--- config.mk ---
export PLATFORM = sky130hd
export DESIGN_NAME = pwm_capture
export DESIGN_NICKNAME = d
export VERILOG_FILES = /design/src/rtl/pwm_capture.sv
export SDC_FILE = /design/constraint.sdc
export NUM_CORES = 1
export LEC_CHECK = 0
export CORE_UTILIZATION = 45
export DETAILED_ROUTE_END_ITERATION = 8
export GPL_TIMING_DRIVEN = 0
export PLACE_DENSITY = 0.69
export REMOVE_ABC_BUFFERS = 1
export SYNTH_ARGS = -nofsm -noshare
export SYNTH_HDL_FRONTEND = slang
export SYNTH_SLANG_ARGS = --single-unit
--- constraint.sdc ---
create_clock -name clk -period 2.2 [get_ports clk]
set_clock_uncertainty 0.2 [all_clocks]
set_input_delay 0.44 -clock clk [delete_from_list [all_inputs] [get_ports clk]]
set_output_delay 0.44 -clock clk [all_outputs]
set_load 0.05 [all_outputs]
--- src/rtl/pwm_capture.sv ---
// PWM receive path: measures period and high time of an external PWM input,
// recovers the generator duty word and flags a stuck input by timeout.
module pwm_capture #(
    parameter int PWM_INTERVAL   = 1200,
    parameter int TIMEOUT_CYCLES = 2400,
    localparam int CW = $clog2(TIMEOUT_CYCLES + 1),
    localparam int VW = $clog2(PWM_INTERVAL)
) (
    input  logic          clk,
    input  logic          rst_n,
    input  logic          pwm_in,
    output logic [VW-1:0] pwm_value,
    output logic [CW-1:0] high_cycles,
    output logic [CW-1:0] period_cycles,
    output logic          valid,
    output logic          stuck
);
    typedef enum logic {IDLE, MEAS} state_t;

    localparam logic [CW-1:0] TIMEOUT_C = CW'(TIMEOUT_CYCLES);
    localparam logic [CW-1:0] VALUE_LIM = CW'(PWM_INTERVAL - 1);
    localparam logic [VW-1:0] VALUE_MAX = VW'(PWM_INTERVAL - 1);

    state_t        state;
    logic          s1, s2, s3;
    logic [CW-1:0] period_cnt;
    logic [CW-1:0] high_cnt;
    logic          rise;
    logic          timeout;

    // The generator holds high for value+1 cycles, so h high cycles map to h-1.
    function automatic logic [VW-1:0] duty_from_high(input logic [CW-1:0] h);
        logic [CW-1:0] hm1;
        hm1 = h - CW'(1);
        if (h == '0)
            return '0;
        if (hm1 >= VALUE_LIM)
            return VALUE_MAX;
        return hm1[VW-1:0];
    endfunction

    assign rise    = s2 & ~s3;
    assign timeout = (period_cnt == TIMEOUT_C) && !rise;

    always_ff @(posedge clk or negedge rst_n) begin
        if (!rst_n) begin
            s1            <= 1'b0;
            s2            <= 1'b0;
            s3            <= 1'b0;
            state         <= IDLE;
            period_cnt    <= '0;
            high_cnt      <= '0;
            pwm_value     <= '0;
            high_cycles   <= '0;
            period_cycles <= '0;
            valid         <= 1'b0;
            stuck         <= 1'b0;
        end else begin
            // Synchronizer stage: only s2 feeds the measurement logic.
            s1    <= pwm_in;
            s2    <= s1;
            s3    <= s2;
            valid <= 1'b0;

            // Measurement stage: a rise always wins over a coincident timeout.
            if (rise) begin
                period_cnt <= CW'(1);
                high_cnt   <= CW'(1);
                if (state == MEAS) begin
                    period_cycles <= period_cnt;
                    high_cycles   <= high_cnt;
                    pwm_value     <= duty_from_high(high_cnt);
                    stuck         <= 1'b0;
                    valid         <= 1'b1;
                end
                state <= MEAS;
            end else if (timeout) begin
                stuck         <= 1'b1;
                period_cycles <= '0;
                high_cycles   <= s2 ? TIMEOUT_C : '0;
                pwm_value     <= s2 ? VALUE_MAX : '0;
                valid         <= 1'b1;
                state         <= IDLE;
                period_cnt    <= '0;
                high_cnt      <= '0;
            end else begin
                period_cnt <= period_cnt + CW'(1);
                if (s2)
                    high_cnt <= high_cnt + CW'(1);
            end
        end
    end
endmodule

# Word-level counts from Yosys, hierarchy flattened
# Index checks and enable logic that the tools add are counted.
# op_classes
n_reduce_logical	6
addsub	3
n_lt_le_gt_ge	1
bitwise_logic	2
n_mux	35
eq_ne	2
# ops
cell	count
2-to-1 mux 12 bit	12
2-to-1 mux 11 bit	8
adder 12 x 1 -> 12 bit (second input constant)	2
2-to-1 mux 1 bit	15
equality test 12 bit (second input constant)	1
>= comparator 12 x 11 -> 1 bit (second input constant)	1
logical NOT 12 bit	1
subtractor 12 x 1 -> 12 bit (second input constant)	1
nonzero test 3 bit	1
inequality test 2 bit (second input constant)	1
AND reduction 2 bit	1
nonzero test 2 bit	1
bitwise AND 1 bit	1
logical AND 1 bit	1
logical NOT 1 bit	1
inverter 1 bit	1
# word_totals
in_bits	3
regBits	65
out_inout_bits	37

# Depth between registers and ports, before layout
# depth
depth_word	11
ltp_mapped	10
mapped_depth_nobuf	8

# Worst setup path after synthesis
# No wires, ideal clock.
# synth_timing
path_type	flip-flop to flip-flop
startpoint	register period_cnt[0]
endpoint	register high_cnt[11]
slack_ns	-0.145
period_less_slack_ns	2.345
path_stages_with_launch	9
t_arrival_ns	2.066
path_cell_list	dfrtp_1 > inv_1 > ha_1 > nor4bb_1 > and3_1 > clkbuf_1 > o2111ai_1 > or3_1 > a21oi_1
# synth_via
elab_chain_len	4
# synth_rtl
element	line	text
start: declaration	26	logic [CW-1:0] period_cnt;
start signal: assignment	87	period_cnt <= period_cnt + CW'(1);
equality test 12 bit (*)	43	assign timeout = (period_cnt == TIMEOUT_C) && !rise;
logical AND 1 bit (*)	43	
2-to-1 mux 12 bit	77	end else if (timeout) begin
2-to-1 mux 12 bit	66	if (rise) begin
end signal: assignment	89	high_cnt <= high_cnt + CW'(1);
end: declaration	27	logic [CW-1:0] high_cnt;
# Every way passes the cells marked *; elsewhere a longest branch is shown, timed or not.
# A chain may end at the register's enable or synchronous reset.

# Worst setup path after layout
# layout_timing
startpoint	register high_cnt[0]
endpoint	register pwm_value[4]
# layout_via
elab_chain_len	10
# layout_rtl
element	line	text
subtractor 12 x 1 -> 12 bit	34	hm1 = h - CW'(1);
>= comparator 12 x 11 -> 1 bit	37	if (hm1 >= VALUE_LIM)
2-to-1 mux 1 bit (2 in series)	37	
2-to-1 mux 1 bit	69	if (state == MEAS) begin
2-to-1 mux 1 bit	66	
2-to-1 mux 11 bit	39	return hm1[VW-1:0];
2-to-1 mux 11 bit (*)	37	
2-to-1 mux 11 bit (*)	69	
2-to-1 mux 11 bit (*)	66	
end signal: assignment	72	pwm_value <= duty_from_high(high_cnt);
end signal: assignment	81	pwm_value <= s2 ? VALUE_MAX : '0;
end: declaration	12	output logic [VW-1:0] pwm_value,
# Every way passes the cells marked *; elsewhere a longest branch is shown, timed or not. The select of a mux whose other input is x is not followed.

==> results.md <==
* Layout cells sized above 1 at between 20% and 30%
* Fmax at ~420 MHz
* Power Density at about 820 mW/mm²
* Period Utilization, post-route at 108%
* PortBufs at 39
* Slowest CP cell: dfrtp_2
* Max-slew headroom at 47.0%
* Ant diodes at 0
* Global-route wire length before repair at 14.4 mm
* Worst r2r dst: pwm_value[4]
* Post-layout util at between 60% and 70%
* M1 WL at roughly 3.9 mm
* Synthesized area at 0.00329 mm²
* CORE AREA at between 0.006 and 0.007 mm²
* CTS Root Cell: clkbuf_8
* CTS Sinks at between 60 and 70
* Tot Pwr at 0.00375 W
* Residual DRC count at 0
* Post-CTS Hold Fix Bufs at 0
* Reg clk slew, reported paths at 0.08 ns
* Fin. max-slew vios at 0
* Commonest non-fill, non-tap cell in the layout: dfrtp_1
* Total GRT Usage at 25.0%
* DIE AREA at about 0.0076 mm²
* Post-synth EDFFs at 0
* DR top layer: met4
* Worst r2r src: high_cnt[0]
* Synth Register Bits at 65
* Crit path DAT at 2.45 ns
* Area growth, synth to finish at 38.8%
* RSZ-0062 raised after global routing: true
* Dominant synthesized flop cell: dfrtp_1
* DP HPWL at 4.80 mm
* Critical Setup Path Class: flip-flop to flip-flop
* Synth Warn # at 0
* Final WS setup at -0.186 ns
* Metal2 WL at between 4 and 5 mm
* RD Place Congestion at about 0.85
* Antenna-violating nets left at 0
* Final setup vio count at 9
* Initial antenna violation count at 0
* H-tree depth at 3
* Final Net Count at roughly 420
* Initial Utilization at 47.6%
* Worst Hold Class: primary input to async pin
* Crit end category: flip-flop
* Fin cells at about 500
* Status: finished with violations
* Worst-Margin Slew at 0.795 ns
* Most frequent cells in the layout: dfrtp_1, nand2_1, nor2_1, clkdlybuf4s50_1, buf_4
* Instance count on the critical path at 9
* R2R setup slack at -0.19 ns
* Post-Synthesis Cells at 345
* DR WL/cell at around 17 µm
* Largest net degree at the start of global routing at 66
* Hold Fails Final Rpt at 48
* Syn_area_per_cell at ~9.5 µm²
* Grt ovf at 0
* Min cycle time layout at approximately 2.4 ns
* Cell mode on critical path: a31oi_1
* Die Span Y at 87.5 µm
* Slowest cell delay on critical path at approximately 0.46 ns
* Placed cell count at 458
* Clock Path Buffers at 2
* Vias per inst at 5.78
* Initial DRC count at about 240
* Synth cell types at between 40 and 50
* CP Cell Sequence: inv_2, ha_4, nor3b_4, and3_1, a31oi_1, nor4_2, buf_4, or3_4, a31oi_1
* VDD IR-drop max at about 0.41 mV
* Later-pin clock latency in the skew report at 0.35 ns
* CTS tree: built
* Boundary Pins at 40
* WP buf/inv at 2
* Post-synth ARST share at between 90% and 100%
* Routed WL at between 8 and 9 mm
* Total CTS buffers at 9
* Vias in the first global route at roughly 2900
* Top Family by Delay on Critical Path: simple AND/OR/NAND/NOR gates
* DRT Pass-1 Iters at 5
* Required time worst endpoint at approximately 2.3 ns
* Rows at 30
* Sequential fraction of the synthesis area at about half
* Worst-path fanout max at 7
* CP startpoint kind: flip-flop
* Met3 routed wirelength at 501 µm
* Hold slack at -0.0194 ns
* Via count at 2954
* Failing checks: hold timing, setup timing
* P_leak at ~2.2 nW
* Post-Place Worst Slack at -0.782 ns
* Total of max-cap violations at 0
* Die W at between 80 and 90 µm
* R2R cell count at 9
[per-layer routing]
| layer | global-route usage, % | up-vias |
|---|---|---|
| li1 | - | 1357 |
| met1 | 33.8 | 1459 |
| met5 | 0 | - |
| met2 | 38.5 | 118 |
| met4 | 11.0 | 0 |
| met3 | 5.50 | 20 |
[synthesized netlist by cell type, types with 2 or more instances]
library cell	count	area, µm²
a211oi_1	3	22.5
a21o_1	4	30.0
a21oi_1	14	70.1
a22o_1	15	131
a31oi_1	4	25.0
and2_1	3	18.8
and3_1	12	75.1
buf_1	3	11.3
clkbuf_1	18	67.6
dfrtp_1	65	1630
ha_1	5	62.6
inv_1	10	37.5
nand2_1	38	143
nand2b_1	4	25.0
nand3_1	9	45.0
nand4_1	4	25.0
nand4b_1	2	17.5
nor2_1	32	120
nor2b_1	4	25.0
nor3_1	4	20.0
nor3_2	2	20.0
nor4_1	4	25.0
o211a_1	2	20.0
o211ai_1	3	22.5
o21a_1	2	15.0
o21ai_0	28	140
o2bb2ai_1	3	26.3
o31ai_1	3	22.5
or3_1	5	31.3
xnor2_1	6	52.6
xor2_1	17	149
[area by class of cell]
class / instances / area [µm²]
multi-input combinational: 249 / 1820
sequential: 65 / 1640
inverter: 10 / 37.5
tap: 96 / 120
timing repair buffer: 75 / 726
fill: 543 / 2350
clock inverter: 5 / 62.6
clock buffer: 11 / 151
[worst max-delay path by stage]
stage / start / endpoint / slack [ns]
final: high_cnt[0] / pwm_value[4] / -0.19
after global routing: high_cnt[2] / pwm_value[4] / -0.25
after CTS: high_cnt[4] / pwm_value[6] / -0.09
after detailed placement: period_cnt[0] / high_cnt[11] / -0.78
after global placement: s2 / pwm_value[4] / -1.96
after floorplan: period_cnt[0] / pwm_value[6] / -0.83
[stage by stage]
step                      instance area, µm²  TNS, ns
after floorplan                         3200   -21.32
after global placement                  3710  -167.90
final                                   4560    -1.05
after CTS                               4350   -0.469
after global routing                    4560    -2.13
after detailed placement                3710   -23.10
[worst reg2reg max path: cells and delay by family (launching register included)]
kind / cells / cell delay (ns)
buffers and inverters: 2 / 0.25
AOI/OAI and AO/OA: 2 / 0.37
adders and majority gates: 1 / 0.20
DFF: 1 / 0.46
and+or+nand+nor: 4 / 0.82
[state kept, by name (all words and copies together) (netlist names)]
| register | cells |
|---|---|
| s3 | 1 |
| pwm_value | 11 |
| state | 1 |
| s1 | 1 |
| stuck | 1 |
| period_cycles | 12 |
| period_cnt | 12 |
| valid | 1 |
| high_cnt | 12 |
| high_cycles | 12 |
| s2 | 1 |
[power breakdown]
group / switching (W) / internal, W / total [W]
registers: 0.000126 / 0.00132 / 0.00145
clock network: 0.000499 / 0.000591 / 0.00109
logic: 0.000742 / 0.000472 / 0.00121
[what timing repair did]
item | CTS | global route
gates cloned | 1 | 1
resized for setup | 45 | 34
setup buffers | 24 | 12
pin swaps | 17 | 12
endpoints found under the setup margin | 56 | 63
[logic make-up after synthesis]
kind of cell / Yosys count / synth area share [%]
adders and majority gates: 5 / 1.90
xor gates and xnor gates: 23 / 6.13
DFF: 65 / 49.5
buffers and inverters: 32 / 3.88
AOI/OAI and AO/OA: 92 / 19.2
and+or+nand+nor: 128 / 19.4
(Power assumes the default switching activity.)
